### src/rtl/adder_share_arb.sv
// adder_share_arb: one pipelined (WIDTH+1)-bit adder shared by NREQ requesters.
// A round-robin arbiter launches at most one operand pair per cycle, and each
// sum comes back exactly LAT cycles later with a one-hot strobe that names
// the requester it belongs to.
module adder_share_arb #(
    parameter int NREQ  = 4,
    parameter int WIDTH = 8,
    parameter int LAT   = 2
) (
    input  logic                    clk,
    input  logic                    reset,
    input  logic                    hold,
    input  logic [NREQ-1:0]         req_valid,
    output logic [NREQ-1:0]         req_ready,
    input  logic [NREQ*WIDTH-1:0]   req_a,
    input  logic [NREQ*WIDTH-1:0]   req_b,
    output logic [NREQ-1:0]         rsp_valid,
    output logic [WIDTH:0]          rsp_q,
    output logic                    busy
);

    localparam int IDXW = (NREQ > 1) ? $clog2(NREQ) : 1;
    localparam int CW   = IDXW + 1;

    logic [IDXW-1:0]  ptr_q, ptr_d;
    logic             grant_valid;
    logic [IDXW-1:0]  grant_idx;
    logic [CW-1:0]    cand;
    logic [WIDTH-1:0] op_a, op_b;
    logic [WIDTH:0]   grant_sum;

    logic [LAT-1:0]   valid_q, valid_d;
    logic [IDXW-1:0]  idx_q [LAT];
    logic [IDXW-1:0]  idx_d [LAT];
    logic [WIDTH:0]   sum_q [LAT];
    logic [WIDTH:0]   sum_d [LAT];
    logic [NREQ-1:0]  rsp_valid_q, rsp_valid_d;

    // Round-robin search starting at ptr; the first valid requester wins the adder.
    always_comb begin
        req_ready   = '0;
        grant_valid = 1'b0;
        grant_idx   = '0;
        cand        = '0;
        if (!reset && !hold) begin
            for (int k = 0; k < NREQ; k++) begin
                cand = {1'b0, ptr_q} + CW'(k);
                if (cand >= CW'(NREQ)) begin
                    cand = cand - CW'(NREQ);
                end
                if (!grant_valid && req_valid[cand[IDXW-1:0]]) begin
                    grant_valid = 1'b1;
                    grant_idx   = cand[IDXW-1:0];
                end
            end
        end
        if (grant_valid) begin
            req_ready[grant_idx] = 1'b1;
        end
    end

    // Select the winner's operands and form the full-width sum so no carry is lost.
    always_comb begin
        op_a = '0;
        op_b = '0;
        for (int i = 0; i < NREQ; i++) begin
            if (grant_idx == IDXW'(i)) begin
                op_a = req_a[i*WIDTH +: WIDTH];
                op_b = req_b[i*WIDTH +: WIDTH];
            end
        end
        grant_sum = {1'b0, op_a} + {1'b0, op_b};
    end

    // Advance the pointer past the requester just served so nobody starves.
    always_comb begin
        ptr_d = ptr_q;
        if (grant_valid) begin
            ptr_d = (grant_idx == IDXW'(NREQ - 1)) ? '0 : grant_idx + IDXW'(1);
        end
    end

    // Shift the pipeline; tag and sum only load with a valid op so the last stage keeps the previous result.
    always_comb begin
        valid_d[0] = grant_valid;
        idx_d[0]   = grant_valid ? grant_idx : idx_q[0];
        sum_d[0]   = grant_valid ? grant_sum : sum_q[0];
        for (int s = 1; s < LAT; s++) begin
            valid_d[s] = valid_q[s-1];
            idx_d[s]   = valid_q[s-1] ? idx_q[s-1] : idx_q[s];
            sum_d[s]   = valid_q[s-1] ? sum_q[s-1] : sum_q[s];
        end
        rsp_valid_d = '0;
        if (valid_d[LAT-1]) begin
            rsp_valid_d[idx_d[LAT-1]] = 1'b1;
        end
    end

    // State registers; reset throws away anything in flight and returns the pointer to 0.
    always_ff @(posedge clk) begin
        if (reset) begin
            ptr_q       <= '0;
            valid_q     <= '0;
            rsp_valid_q <= '0;
            for (int s = 0; s < LAT; s++) begin
                idx_q[s] <= '0;
                sum_q[s] <= '0;
            end
        end else begin
            ptr_q       <= ptr_d;
            valid_q     <= valid_d;
            rsp_valid_q <= rsp_valid_d;
            for (int s = 0; s < LAT; s++) begin
                idx_q[s] <= idx_d[s];
                sum_q[s] <= sum_d[s];
            end
        end
    end

    assign rsp_valid = rsp_valid_q;
    assign rsp_q     = sum_q[LAT-1];
    assign busy      = |valid_q;

endmodule

### config.mk
export PLATFORM = sky130hd
export DESIGN_NAME = adder_share_arb
export DESIGN_NICKNAME = d
export VERILOG_FILES = /design/src/rtl/adder_share_arb.sv
export SDC_FILE = /design/constraint.sdc
export NUM_CORES = 1
export LEC_CHECK = 0
export BUFFER_PORTS_ARGS = -buffer_cell sky130_fd_sc_hd__buf_2
export CORE_ASPECT_RATIO = 0.6
export CORE_UTILIZATION = 47
export DETAILED_ROUTE_END_ITERATION = 12
export GPL_ROUTABILITY_DRIVEN = 0
export GPL_TIMING_DRIVEN = 0
export PLACE_DENSITY = 0.78
export REMOVE_ABC_BUFFERS = 1
export SLEW_MARGIN = 20
export SYNTH_ARGS = -nofsm -noshare
export SYNTH_HDL_FRONTEND = slang
export SYNTH_SLANG_ARGS = --single-unit
### constraint.sdc
create_clock -name clk -period 5.5 [get_ports clk]
set_input_delay 1.375 -clock clk [delete_from_list [all_inputs] [get_ports clk]]
set_output_delay 1.375 -clock clk [all_outputs]
set_load 0.01 [all_outputs]
==> impl_metrics.csv <==
group,metric,value,unit
timing,setup_viol,0,
route,drt_iter0_drc,69,
die,num_rows,17,
timing,holdWs,0.470,ns
placed_design,io_buffer_count,88,
timing,worstMarginPinSlew,0.896,ns
cts,cts_sinks,28,
finish,multiInputGateArea,0.00126,sq mm
finish,diodes,0,
cts,cts_tree,"built",
placed_design,dpl_cell_area,0.00234,sq mm
synthesis,synth.cell_area,0.00199,sq mm
route,route.detailed.drc,0,
global_route,grt_antenna_before_repair,0,
critical_path,worstSetupEndpointType,"flip-flop",
synthesis,ys_warn_count,0,
synthesis,synth-seq-area-share,0.282,
timing,slew_headroom,0.403,
power_and_ir_drop,leakage,1.09,nW
route,wl_per_cell,12.2,microns
cts,clkLatencyLatePin,0.27,ns
timing,finalHoldViolCount,0,
timing,skew,0.00681,ns
run,maxCapViolCount,0,
finish,area_growth,20.8,%
global_route,grt-ovfl-total,0,
route,totalWireLength,4.39,mm
cts,path_clk_slew,0.09,ns
die,die-area,0.00451,sq mm
finish,drive_above_1_share,0.345,
critical_path,worstPathArrival,5.24,ns
timing,fmaxAchievable,196,MHz
die,core-area,0.00385,sq mm
synthesis,synth_edf_count,0,
route,vias,1923,
min_path,hold_path_class,"reg2reg",
run_status,status,"completed",
route,vias_per_cell,5.33,
global_route,grt_pass1_wl,6.99,mm
timing,rsz0062_at_grt,"no",
placed_design,post-dp-hpwl,3.47,mm
route,drt_first_pass_iters,4,
critical_path,critPathKind,"in2reg",
synthesis,synth_cell_types,47,
die,die_h,52.4,microns
timing,slew_viol_final,0,
critical_path,startpoint_type,"primary input",
cts,cts-buffers-inserted,3,
critical_path,cp.required,5.65,ns
synthesis,synthFlopType,"dfxtp_1",
global_route,grt_pass1_vias,1576,
synthesis,syn_area_per_cell,8.32,sq um
power_and_ir_drop,peakVddDrop,0.132,mV
global_route,grt_start_max_net_pins,34,
cts,htree_levels,1,
critical_path,crit_fanout,18,
die,die_w,86.0,microns
synthesis,async_reset_ff_frac,0,
finish,regArea,561,sq um
die,start_util,0.517,
cts,clk_path_buf_depth,2,
finish,fin_nets,390,
finish,fillers,359,
die,ios,89,
cts,postCtsSetupRepairBufs,0,
route,final_antenna_net_count,0,
timing,fin_crit_sh,0.926,
synthesis,ys_ff_latch,28,
finish,stdcell_area,0.00240,sq mm
synthesis,netlist_instances,239,
global_route,grt_usage,0.193,
power_and_ir_drop,power_density,227,mW/mm^2
cts,hold_buffers,0,
cts,cts_root_buffer,"clkbuf_8",
timing,finalCriticalPeriod,5.09,ns
## routing by layer
layer,vias to the layer above,share of wire,track usage
met3,0,0.067,0.0457
met4,0,0,0.0167
met1,851,0.51,0.276
met5,-,0,0
met2,71,0.43,0.304
li1,1001,-,-
## worst max-delay path, stage by stage
cell      delay [ns]
buf_2           0.13
nor4_1          0.24
nand2b_2        0.37
inv_4           0.14
o221ai_1        0.21
inv_2           0.13
ha_4            0.26
nor2b_2         0.55
a221oi_1        0.16
o31ai_1         0.47
ha_1            0.33
a211oi_1        0.32
o211ai_1        0.17
a211oi_1        0.27
o31ai_1         0.10
## sequential cells by signal, summed over array words and instances, names as in the netlist
signal     flops
valid_q        2
rsp_valid      4
idx_q          2
ptr_q          2
sum_q         18
## placed cells by master, fill, tap and decap left out, types with 7 or more instances in the layout
| master | n |
|---|---|
| ha_1 | 10 |
| nor2b_1 | 19 |
| nand2_1 | 25 |
| nand3_1 | 7 |
| nor2_1 | 14 |
| dfxtp_1 | 28 |
| mux2i_1 | 9 |
| o31ai_1 | 18 |
| buf_2 | 88 |
| a221oi_1 | 18 |
## synth_stat cells, types with 2 or more instances
cell type  number  share of area
nor3_1          3         0.0075
clkbuf_1        7          0.013
buf_1           2         0.0038
a221oi_1       18          0.079
o21a_1          2         0.0075
xnor2_1         2         0.0088
nor2_1         14          0.026
o21bai_1        2         0.0075
buf_2           3         0.0075
a211oi_1        6          0.023
ha_1           12          0.075
dfxtp_1        28           0.28
a21oi_1         6          0.015
inv_1           5         0.0094
buf_4          11          0.042
and2_1          4          0.013
o211ai_1        2         0.0075
or2_2           2         0.0063
nor2b_1        20          0.063
mux2i_1         9          0.045
nand2_1        25          0.047
a21o_1          2         0.0075
o21ai_0         6          0.015
nand3_1         7          0.018
o31ai_1        18          0.068
buf_6           2          0.011
## per-stage QoR
stage                util  setup WS (ns)  TNS, ns  power [mW]  cells
finish              0.624          0.406        0       0.545    361
global route        0.624         0.0372        0       0.582    361
CTS                 0.620         0.0605        0       0.546    361
detailed placement  0.608         -0.704    -3.27       0.441    358
global placement    0.608         -0.676    -3.25       0.438    358
floorplan               -          0.445        0       0.378    213
## logic make-up after synthesis
group,Yosys count,share of synthesized area
adders and majority gates,13,0.0855
muxes,9,0.0453
DFF,28,0.282
xor gates and xnor gates,3,0.0132
and+or+nand+nor,83,0.210
AOI/OAI and AO/OA,69,0.268
buffers and inverters,34,0.0962
## area by class of cell
type / count / area share
multi-input combinational: 177 / 0.523
timing repair buffer: 88 / 0.183
inverter: 8 / 0.0135
clock buffer: 3 / 0.0172
sequential: 28 / 0.233
tap: 57 / 0.0297
## power breakdown
part / internal [mW] / switching [mW] / total [mW] / leakage [nW]
logic: 0.0972 / 0.105 / 0.202 / 0.836
clock network: 0.0490 / 0.0573 / 0.106 / 0.0216
registers: 0.223 / 0.0131 / 0.236 / 0.229
## worst paths after layout
kind                            startpoint                        to  slack, ns  cells past startpoint
setup / recovery              req_valid[2]  sum_q[0][7]$_SDFFE_PP0P_       0.41                     15
hold / removal    sum_q[0][0]$_SDFFE_PP0P_  sum_q[0][0]$_SDFFE_PP0P_       0.47                      2
setup reg to reg     ptr_q[0]$_SDFFE_PP0P_  sum_q[0][6]$_SDFFE_PP0P_       1.58                     13
hold reg to reg   sum_q[0][0]$_SDFFE_PP0P_  sum_q[0][0]$_SDFFE_PP0P_       0.47                      2
## what timing repair did
action | CTS | global route
endpoints found under the hold margin | 0 | 0
setup endpoints to repair | 6 | 7
resized for setup | 2 | 2
(Power assumes the default switching activity.)
